**src/rtl/dma_controller.sv**
```systemverilog
// dma_controller
//   Cycle-stealing DMA engine that moves fixed-size device blocks into data
//   memory. A rising edge on dev_interrupt starts a command handshake with the
//   CPU. Each block is fetched by offset, buffered and written as BURST_LEN
//   words inside one granted bus burst. The bus is released between blocks.
//
// Ports
//   clk, reset        rising-edge clock, synchronous active-high reset
//   dev_interrupt     device interrupt level (edge detected internally)
//   dev_offset        block select to device (all ones when idle)
//   dev_data          selected device block, combinational from dev_offset
//   dma_begin_int     asks the CPU for a command (held until cmd_valid)
//   cmd_valid/addr/blocks  CPU command: destination base and block count
//   br / bg           bus request / bus grant
//   mem_write/addr/data/ack  memory write port
//   dma_end_int       one-cycle transfer-complete pulse
//   busy              high whenever the engine is not idle
module dma_controller #(
  parameter int WORD_SIZE      = 16,
  parameter int DEVICE_BIT_LEN = 2,
  parameter int NUM_BLOCKS     = 3,
  parameter int BURST_LEN      = 4
) (
  input  logic                            clk,
  input  logic                            reset,
  input  logic                            dev_interrupt,
  output logic [DEVICE_BIT_LEN-1:0]       dev_offset,
  input  logic [BURST_LEN*WORD_SIZE-1:0]  dev_data,
  output logic                            dma_begin_int,
  input  logic                            cmd_valid,
  input  logic [WORD_SIZE-1:0]            cmd_addr,
  input  logic [DEVICE_BIT_LEN-1:0]       cmd_blocks,
  output logic                            br,
  input  logic                            bg,
  output logic                            mem_write,
  output logic [WORD_SIZE-1:0]            mem_addr,
  output logic [WORD_SIZE-1:0]            mem_data,
  input  logic                            mem_ack,
  output logic                            dma_end_int,
  output logic                            busy
);

  localparam int BLK_W = BURST_LEN * WORD_SIZE;
  localparam int K_W   = (BURST_LEN > 1) ? $clog2(BURST_LEN) : 1;

  typedef enum logic [2:0] {
    S_IDLE,
    S_INT_REQ,
    S_FETCH,
    S_LATCH,
    S_REQ,
    S_WRITE,
    S_RELEASE,
    S_DONE
  } state_t;

  state_t                    state_q, state_d;
  logic                      dev_int_q;
  logic                      pending_q, pending_d;
  logic [WORD_SIZE-1:0]      base_q, base_d;
  logic [DEVICE_BIT_LEN-1:0] nblk_q, nblk_d;
  logic [DEVICE_BIT_LEN-1:0] blk_q, blk_d;
  logic [K_W-1:0]            k_q, k_d;
  logic [BLK_W-1:0]          buf_q, buf_d;

  logic                      start_s;
  logic [DEVICE_BIT_LEN-1:0] cmd_nblk_s;

  assign start_s = dev_interrupt & ~dev_int_q;

  // Requested count clamped to the number of blocks the device holds.
  assign cmd_nblk_s = (cmd_blocks > DEVICE_BIT_LEN'(NUM_BLOCKS)) ?
                      DEVICE_BIT_LEN'(NUM_BLOCKS) : cmd_blocks;

  // State and datapath registers.
  always_ff @(posedge clk) begin
    if (reset) begin
      state_q   <= S_IDLE;
      dev_int_q <= 1'b0;
      pending_q <= 1'b0;
      base_q    <= '0;
      nblk_q    <= '0;
      blk_q     <= '0;
      k_q       <= '0;
      buf_q     <= '0;
    end else begin
      state_q   <= state_d;
      dev_int_q <= dev_interrupt;
      pending_q <= pending_d;
      base_q    <= base_d;
      nblk_q    <= nblk_d;
      blk_q     <= blk_d;
      k_q       <= k_d;
      buf_q     <= buf_d;
    end
  end

  // Next-state and datapath update logic.
  always_comb begin
    state_d = state_q;
    base_d  = base_q;
    nblk_d  = nblk_q;
    blk_d   = blk_q;
    k_d     = k_q;
    buf_d   = buf_q;
    // One-deep memory of an interrupt that arrives while busy; a second
    // edge while already pending simply re-sets the same flag.
    pending_d = pending_q | (start_s & (state_q != S_IDLE));

    case (state_q)
      S_IDLE: begin
        if (start_s || pending_q) begin
          pending_d = 1'b0;
          state_d   = S_INT_REQ;
        end else begin
          state_d = S_IDLE;
        end
      end
      S_INT_REQ: begin
        if (cmd_valid) begin
          base_d  = cmd_addr;
          nblk_d  = cmd_nblk_s;
          blk_d   = '0;
          state_d = (cmd_nblk_s == '0) ? S_DONE : S_FETCH;
        end else begin
          state_d = S_INT_REQ;
        end
      end
      S_FETCH: begin
        state_d = S_LATCH;
      end
      S_LATCH: begin
        buf_d   = dev_data;
        k_d     = '0;
        state_d = S_REQ;
      end
      S_REQ: begin
        state_d = bg ? S_WRITE : S_REQ;
      end
      S_WRITE: begin
        // An ack wins over a simultaneous loss of grant.
        if (mem_ack) begin
          if (k_q == K_W'(BURST_LEN - 1)) begin
            k_d     = '0;
            blk_d   = blk_q + DEVICE_BIT_LEN'(1);
            state_d = S_RELEASE;
          end else begin
            k_d = k_q + K_W'(1);
          end
        end else if (!bg) begin
          state_d = S_REQ;
        end else begin
          state_d = S_WRITE;
        end
      end
      S_RELEASE: begin
        if (!bg) begin
          state_d = (blk_q < nblk_q) ? S_FETCH : S_DONE;
        end else begin
          state_d = S_RELEASE;
        end
      end
      S_DONE: begin
        state_d = S_IDLE;
      end
      default: begin
        state_d = S_IDLE;
      end
    endcase
  end

  // Moore-decoded control outputs; only mem_write is qualified by bg so a
  // withdrawn grant stops the strobe in the same cycle.
  assign br            = (state_q == S_REQ) || (state_q == S_WRITE);
  assign mem_write     = (state_q == S_WRITE) && bg;
  assign dma_begin_int = (state_q == S_INT_REQ);
  assign dma_end_int   = (state_q == S_DONE);
  assign busy          = (state_q != S_IDLE);
  assign dev_offset    = ((state_q == S_FETCH) || (state_q == S_LATCH) ||
                          (state_q == S_REQ)   || (state_q == S_WRITE) ||
                          (state_q == S_RELEASE)) ? blk_q : '1;

  // Address wraps naturally at the word width.
  assign mem_addr = base_q + WORD_SIZE'(blk_q) * WORD_SIZE'(BURST_LEN) + WORD_SIZE'(k_q);
  assign mem_data = buf_q[WORD_SIZE*k_q +: WORD_SIZE];

endmodule

```
**config.mk**
```make
export PLATFORM = sky130hd
export DESIGN_NAME = dma_controller
export DESIGN_NICKNAME = d
export VERILOG_FILES = /design/src/rtl/dma_controller.sv
export SDC_FILE = /design/constraint.sdc
export NUM_CORES = 1
export LEC_CHECK = 0
export CAP_MARGIN = 20
export CORE_ASPECT_RATIO = 0.75
export CORE_MARGIN = 2
export CORE_UTILIZATION = 42
export CTS_CLUSTER_DIAMETER = 60
export DETAILED_ROUTE_END_ITERATION = 10
export GPL_TIMING_DRIVEN = 0
export PLACE_DENSITY = 0.73
export SYNTH_ARGS = -nofsm -noshare
export SYNTH_HDL_FRONTEND = slang
export SYNTH_SLANG_ARGS = --single-unit
```
**constraint.sdc**
```tcl
create_clock -name clk -period 2.12 [get_ports clk]
set_input_delay 0.212 -clock clk [delete_from_list [all_inputs] [get_ports clk]]
set_output_delay 0.212 -clock clk [all_outputs]
set_load 0.005 [all_outputs]
```
# After elaboration in Yosys (flattened, before gate mapping)
# Index checks and enable logic that the tools add are counted.
# Widths: inputs -> output; s select.
[totals]
reg_bits = 91
latch_bits = 0
ramBits = 0
romBits = 0
in_bits = 88
out_inout_bits = 39
word_cells = 66
n_memories = 0
[classes]
n_addsub = 4
mul = 0
div = 0
n_lt_le_gt_ge = 2
n_eq_ne = 12
n_shift = 1
mux = 20
bitwise = 4
reduce_logical = 15
[ops]
columns = ["op", "count"]
rows = [
  ["$shiftx 64x7->16", 1],
  ["$pmux 3 s8", 1],
  ["$mux 3", 6],
  ["$add 16x2->16", 1],
  ["$add 16x4->16", 1],
  ["$mux 2", 7],
  ["$eq 3x3->1 const B", 4],
  ["$pmux 2 s2", 2],
  ["$eq 3x2->1 const B", 2],
  ["$logic_or 1x1->1", 6],
  ["$add 2x1->2 const B", 2],
  ["$mux 1", 4],
  ["$ne 2x2->1 const B", 2],
  ["$reduce_and 2->1", 2],
  ["$reduce_and 4->1", 1],
  ["$reduce_bool 2->1", 2],
  ["$eq 3x1->1 const B", 1],
  ["$logic_not 3->1", 1],
  ["$ne 3x3->1 const B", 1],
  ["$reduce_bool 3->1", 1],
  ["$and 1x1->1", 2],
  ["$eq 2x2->1 const B", 1],
  ["$gt 2x2->1 const B", 1],
  ["$logic_not 2->1", 1],
  ["other kinds (5)", 5],
]

# Depth between registers and ports, before layout
[depth]
ltp_word = 6
ltp_mapped = 8
mapped_depth_nobuf = 7

# Worst setup path before layout
# OpenSTA, ideal clock, no wires.
[synth_timing]
kind = "register -> output"
start = "register k_q[1]"
end = "output port mem_addr[8]"
arrival_ns = 1.966
setup_slack_ns = -0.058
stages_incl_launch_ff = 9
path_buffers = 2
path_cell_list = "dfxtp_1 -> buf_2 -> buf_2 -> inv_1 -> fa_1 -> nor2b_1 -> o31a_1 -> nand4_1 -> xnor2_1"
[synth_via]
elab_chain_len = 1
[synth_rtl]
columns = ["item", "line", "source"]
rows = [
  ["start, declared", "63", "logic [K_W-1:0] k_q, k_d;"],
  ["start signal, assigned", "93", "k_q <= k_d;"],
  ["$add 16x2->16", "184", "assign mem_addr = base_q + WORD_SIZE'(blk_q) * WORD_SIZE'(BURST_LEN) + WORD_SIZE'(k_q);"],
  ["end, declared", "36", "output logic [WORD_SIZE-1:0] mem_addr,"],
]
# Every way passes these cells.

# Final worst setup path
[layout_timing]
start = "register k_q[1]"
end = "output port mem_addr[6]"
# Same word-level chain as after synthesis.

==> out/qor.txt <==
final hold viol count - 0
H-tree depth - 3
Logic pwr share - 0.163
die span in y - 90.3 um
Synth Warn # - 0
Worst EP required - 1910 ps
register bit total from synthesis - 91
Crit Reg-Reg Startpoint - state_q[1]$_SDFFE_PP0P_
Iter 0 DRT Violations - 259
min cycle time layout - 2440 ps
Clk pwr share - 0.375
Final Instance Count excl. Fillers - 792
gpl congestion - 0.845
syn_nets - 590
Nets - 751
Mapped Area - 0.00417 mm^2
final max-slew violation count - 0
GR Overflow Total - 0
Detail Placement HPWL - 9100 um
fmax - 0.409 GHz
Crit Path Category - reg2out
switching part of the total - 0.254
Final setup viols - 26
Synth Area in Compound Gates - 0.145
r2r endpoint - blk_q[1]$_SDFFE_PP0P_
Layout area overhead - 49.4%
sequential power share - 0.462
drt wl/cell - 16.4 um
worst-path fanout max - 3
static leakage - 2.22 nW
drt pass-1 iters - 5
CP Capture Type - output port
sequential area share after synthesis - 0.437
number of diodes - 0
core box area - 0.00966 mm^2
Psw - 1.00 mW
worst vdd ir - 0.549 mV
clk sinks - 91
crit share post-route - 1.15
CP startpoint kind - flip-flop
dominant cells by area after synthesis - dfxtp_1, nand2_1, a21oi_1
main combinational cell family by area after synthesis - simple AND/OR/NAND/NOR gates
antenna violations before repair - 0
reg2reg path depth - 5
worst slack at placement - -823 ps
Synth Area in XOR/XNOR - 0.0273
min-delay worst type - in2reg
share of layout cells above drive strength 1 - 0.194
RSZ-0062 raised after global routing - yes
vias in the first global route - 4112
final setup skew - 4.90 ps
post-synthesis mux area share - 0.0864
share of Yosys cell area claimed by the top area cell type - 0.437
Vias - 4083
DIE WIDTH - 119 um
Internal - 2.94 mW
TritonCTS Buffers - 9
Synth cell types - 43
Reg clk slew, reported paths - 60 ps
max_cap viols - 0
Pwr Density - 633 mW/mm^2
synthesized-area fraction occupied by adder cells - 0.0228
setup slack, reg-to-reg - 500 ps
Routed WL - 13000 um
CP Capture Point - mem_addr[6]
I/O pin count - 127
CTS Buffer Depth - 2
failing checks - setup timing
Yosys top cell by area - dfxtp_1
Syn Inst Count - 495
residual DRC count - 0
Site Rows - 31
CTS Hold Bufs - 0
Root Driver - clkbuf_16
first-pass GRT wire length - 20400 um
Inst Count DP - 752
Critical Path AT - 2230 ps
vias per cell - 5.16
Worst Slack Setup Final - -323 ps
Max-Slew Margin vs Limit - 0.549
CTS tree - yes
synthesized area per cell - 8.43 um^2
port bufs - 125
Layout fillers - 822
initial core utilization - 0.432
Synth Area in Simple Gates - 0.225
largest net degree at the start of global routing - 15
clk_lat worst skew - 340 ps
die area - 0.0108 mm^2
setup TNS - -2820 ps
status - complete, but fails checks
Routed Antenna Nets - 0
Overall Global Routing Usage - 0.241
measured slew at the worst slew-check pin - 676 ps
Setup crit start - k_q[1]$_SDFFE_PP0P_
worst max-delay path, stage by stage, from the launching register on:
cell and delay, ps:
dfxtp_2 330, buf_6 100, buf_8 90, inv_4 30
fa_2 330, nor2b_2 150, o31a_1 260, buf_6 140
buf_4 110, nand2_2 60, xnor2_2 140, buf_2 150
flip-flops by register name, indices dropped and copies added, names as in the netlist:
signal     cells
buf_q         64
base_q        16
state_q        3
blk_q          2
k_q            2
nblk_q         2
dev_int_q      1
pending_q      1
through the flow:
step / total power [mW] / hold slack (ps) / util / cell area (um^2)
2_1_floorplan: 2.13 / 340 / - / 4180
3_3_place_gp: 2.47 / 439 / 0.579 / 5590
3_5_place_dp: 2.49 / 444 / 0.579 / 5590
4_1_cts: 3.95 / 407 / 0.633 / 6110
5_1_grt: 4.09 / 420 / 0.646 / 6240
6_report: 3.95 / 416 / 0.646 / 6240
power groups by stage:
stage | logic [mW] | registers, mW | clock network [mW]
2_1_floorplan | 0.289 | 1.84 | 0
3_3_place_gp | 0.625 | 1.85 | 0
3_5_place_dp | 0.636 | 1.85 | 0
4_1_cts | 0.634 | 1.81 | 1.50
5_1_grt | 0.696 | 1.83 | 1.57
6_report | 0.645 | 1.82 | 1.48
how the worst min path moves through the flow:
stage                                start                 endpoint  cells after the start
floorplan                    dev_interrupt     dev_int_q$_SDFF_PP0_                      1
global placement    buf_q[39]$_SDFFE_PP0P_   buf_q[39]$_SDFFE_PP0P_                      2
detailed placement  buf_q[58]$_SDFFE_PP0P_   buf_q[58]$_SDFFE_PP0P_                      2
CTS                           cmd_addr[13]  base_q[13]$_SDFFE_PP0P_                      3
global route                  dev_data[20]   buf_q[20]$_SDFFE_PP0P_                      3
finish                        dev_data[47]   buf_q[47]$_SDFFE_PP0P_                      3
Yosys cell counts, drive strengths merged:
| master | number |
|---|---|
| a221oi | 1 |
| and4b | 1 |
| and4 | 1 |
| o311a | 1 |
| inv | 9 |
| nor3 | 4 |
| ha | 6 |
| nand2b | 5 |
| xor2 | 2 |
| o21bai | 1 |
| a31oi | 3 |
| nand4b | 1 |
| and2 | 1 |
| nor2b | 6 |
| nor2 | 5 |
| xnor2 | 11 |
| fa | 1 |
| a21oi | 89 |
| and3 | 3 |
| and3b | 1 |
| o21ai | 3 |
| nand2 | 173 |
| buf | 20 |
| o31a | 1 |
| or3 | 2 |
| o31ai | 1 |
| mux4 | 16 |
| nor3b | 3 |
| o211ai | 2 |
| a311oi | 1 |
| nand3 | 8 |
| or2 | 1 |
| o21a | 1 |
| nand4 | 4 |
| clkbuf | 15 |
| dfxtp | 91 |
| a21o | 1 |
cell usage in the layout (no fill, tap or decap), types with 7 or more instances in the layout:
cell type / instances
a21oi_2: 11
xnor2_1: 7
clkbuf_1: 16
buf_4: 20
clkdlybuf4s50_1: 109
mux4_2: 16
buf_2: 15
a21oi_1: 77
nand2_1: 172
clkbuf_16: 9
buf_6: 20
inv_1: 7
dfxtp_1: 84
kinds of logic after synthesis:
kind of cell | after synthesis
and+or+nand+nor | 219
AOI/OAI and AO/OA | 105
DFF | 91
buffers and inverters | 44
muxes | 16
xor gates and xnor gates | 13
adders and majority gates | 7
cell type report:
cell class              instances  area [um^2]  area share
flip-flops and latches         91         1840       0.294
multi-input cells             360         2270       0.364
inverters                       9         36.3     0.00582
well taps                     132          165      0.0265
plain buffers                  33          226      0.0363
clock buffers                  11          243      0.0389
repair buffers                152         1430       0.229
clock inverters                 4         27.5     0.00441
per-layer routing:
| layer | vias up | routed length [um] | part of all wire | track usage |
|---|---|---|---|---|
| met5 | - | 0 | 0 | 0 |
| met4 | 0 | 220 | 0.017 | 0.0754 |
| met3 | 17 | 780 | 0.060 | 0.0511 |
| met2 | 129 | 6270 | 0.48 | 0.402 |
| met1 | 1949 | 5700 | 0.44 | 0.314 |
| li1 | 1988 | - | - | - |
what timing repair did:
action / CTS / global route
resized for setup: 83 / 24
setup buffers: 22 / 6
endpoints found under the setup margin: 31 / 32
pin swaps: 17 / 10
Note: power is estimated with default switching activity, not from simulation.
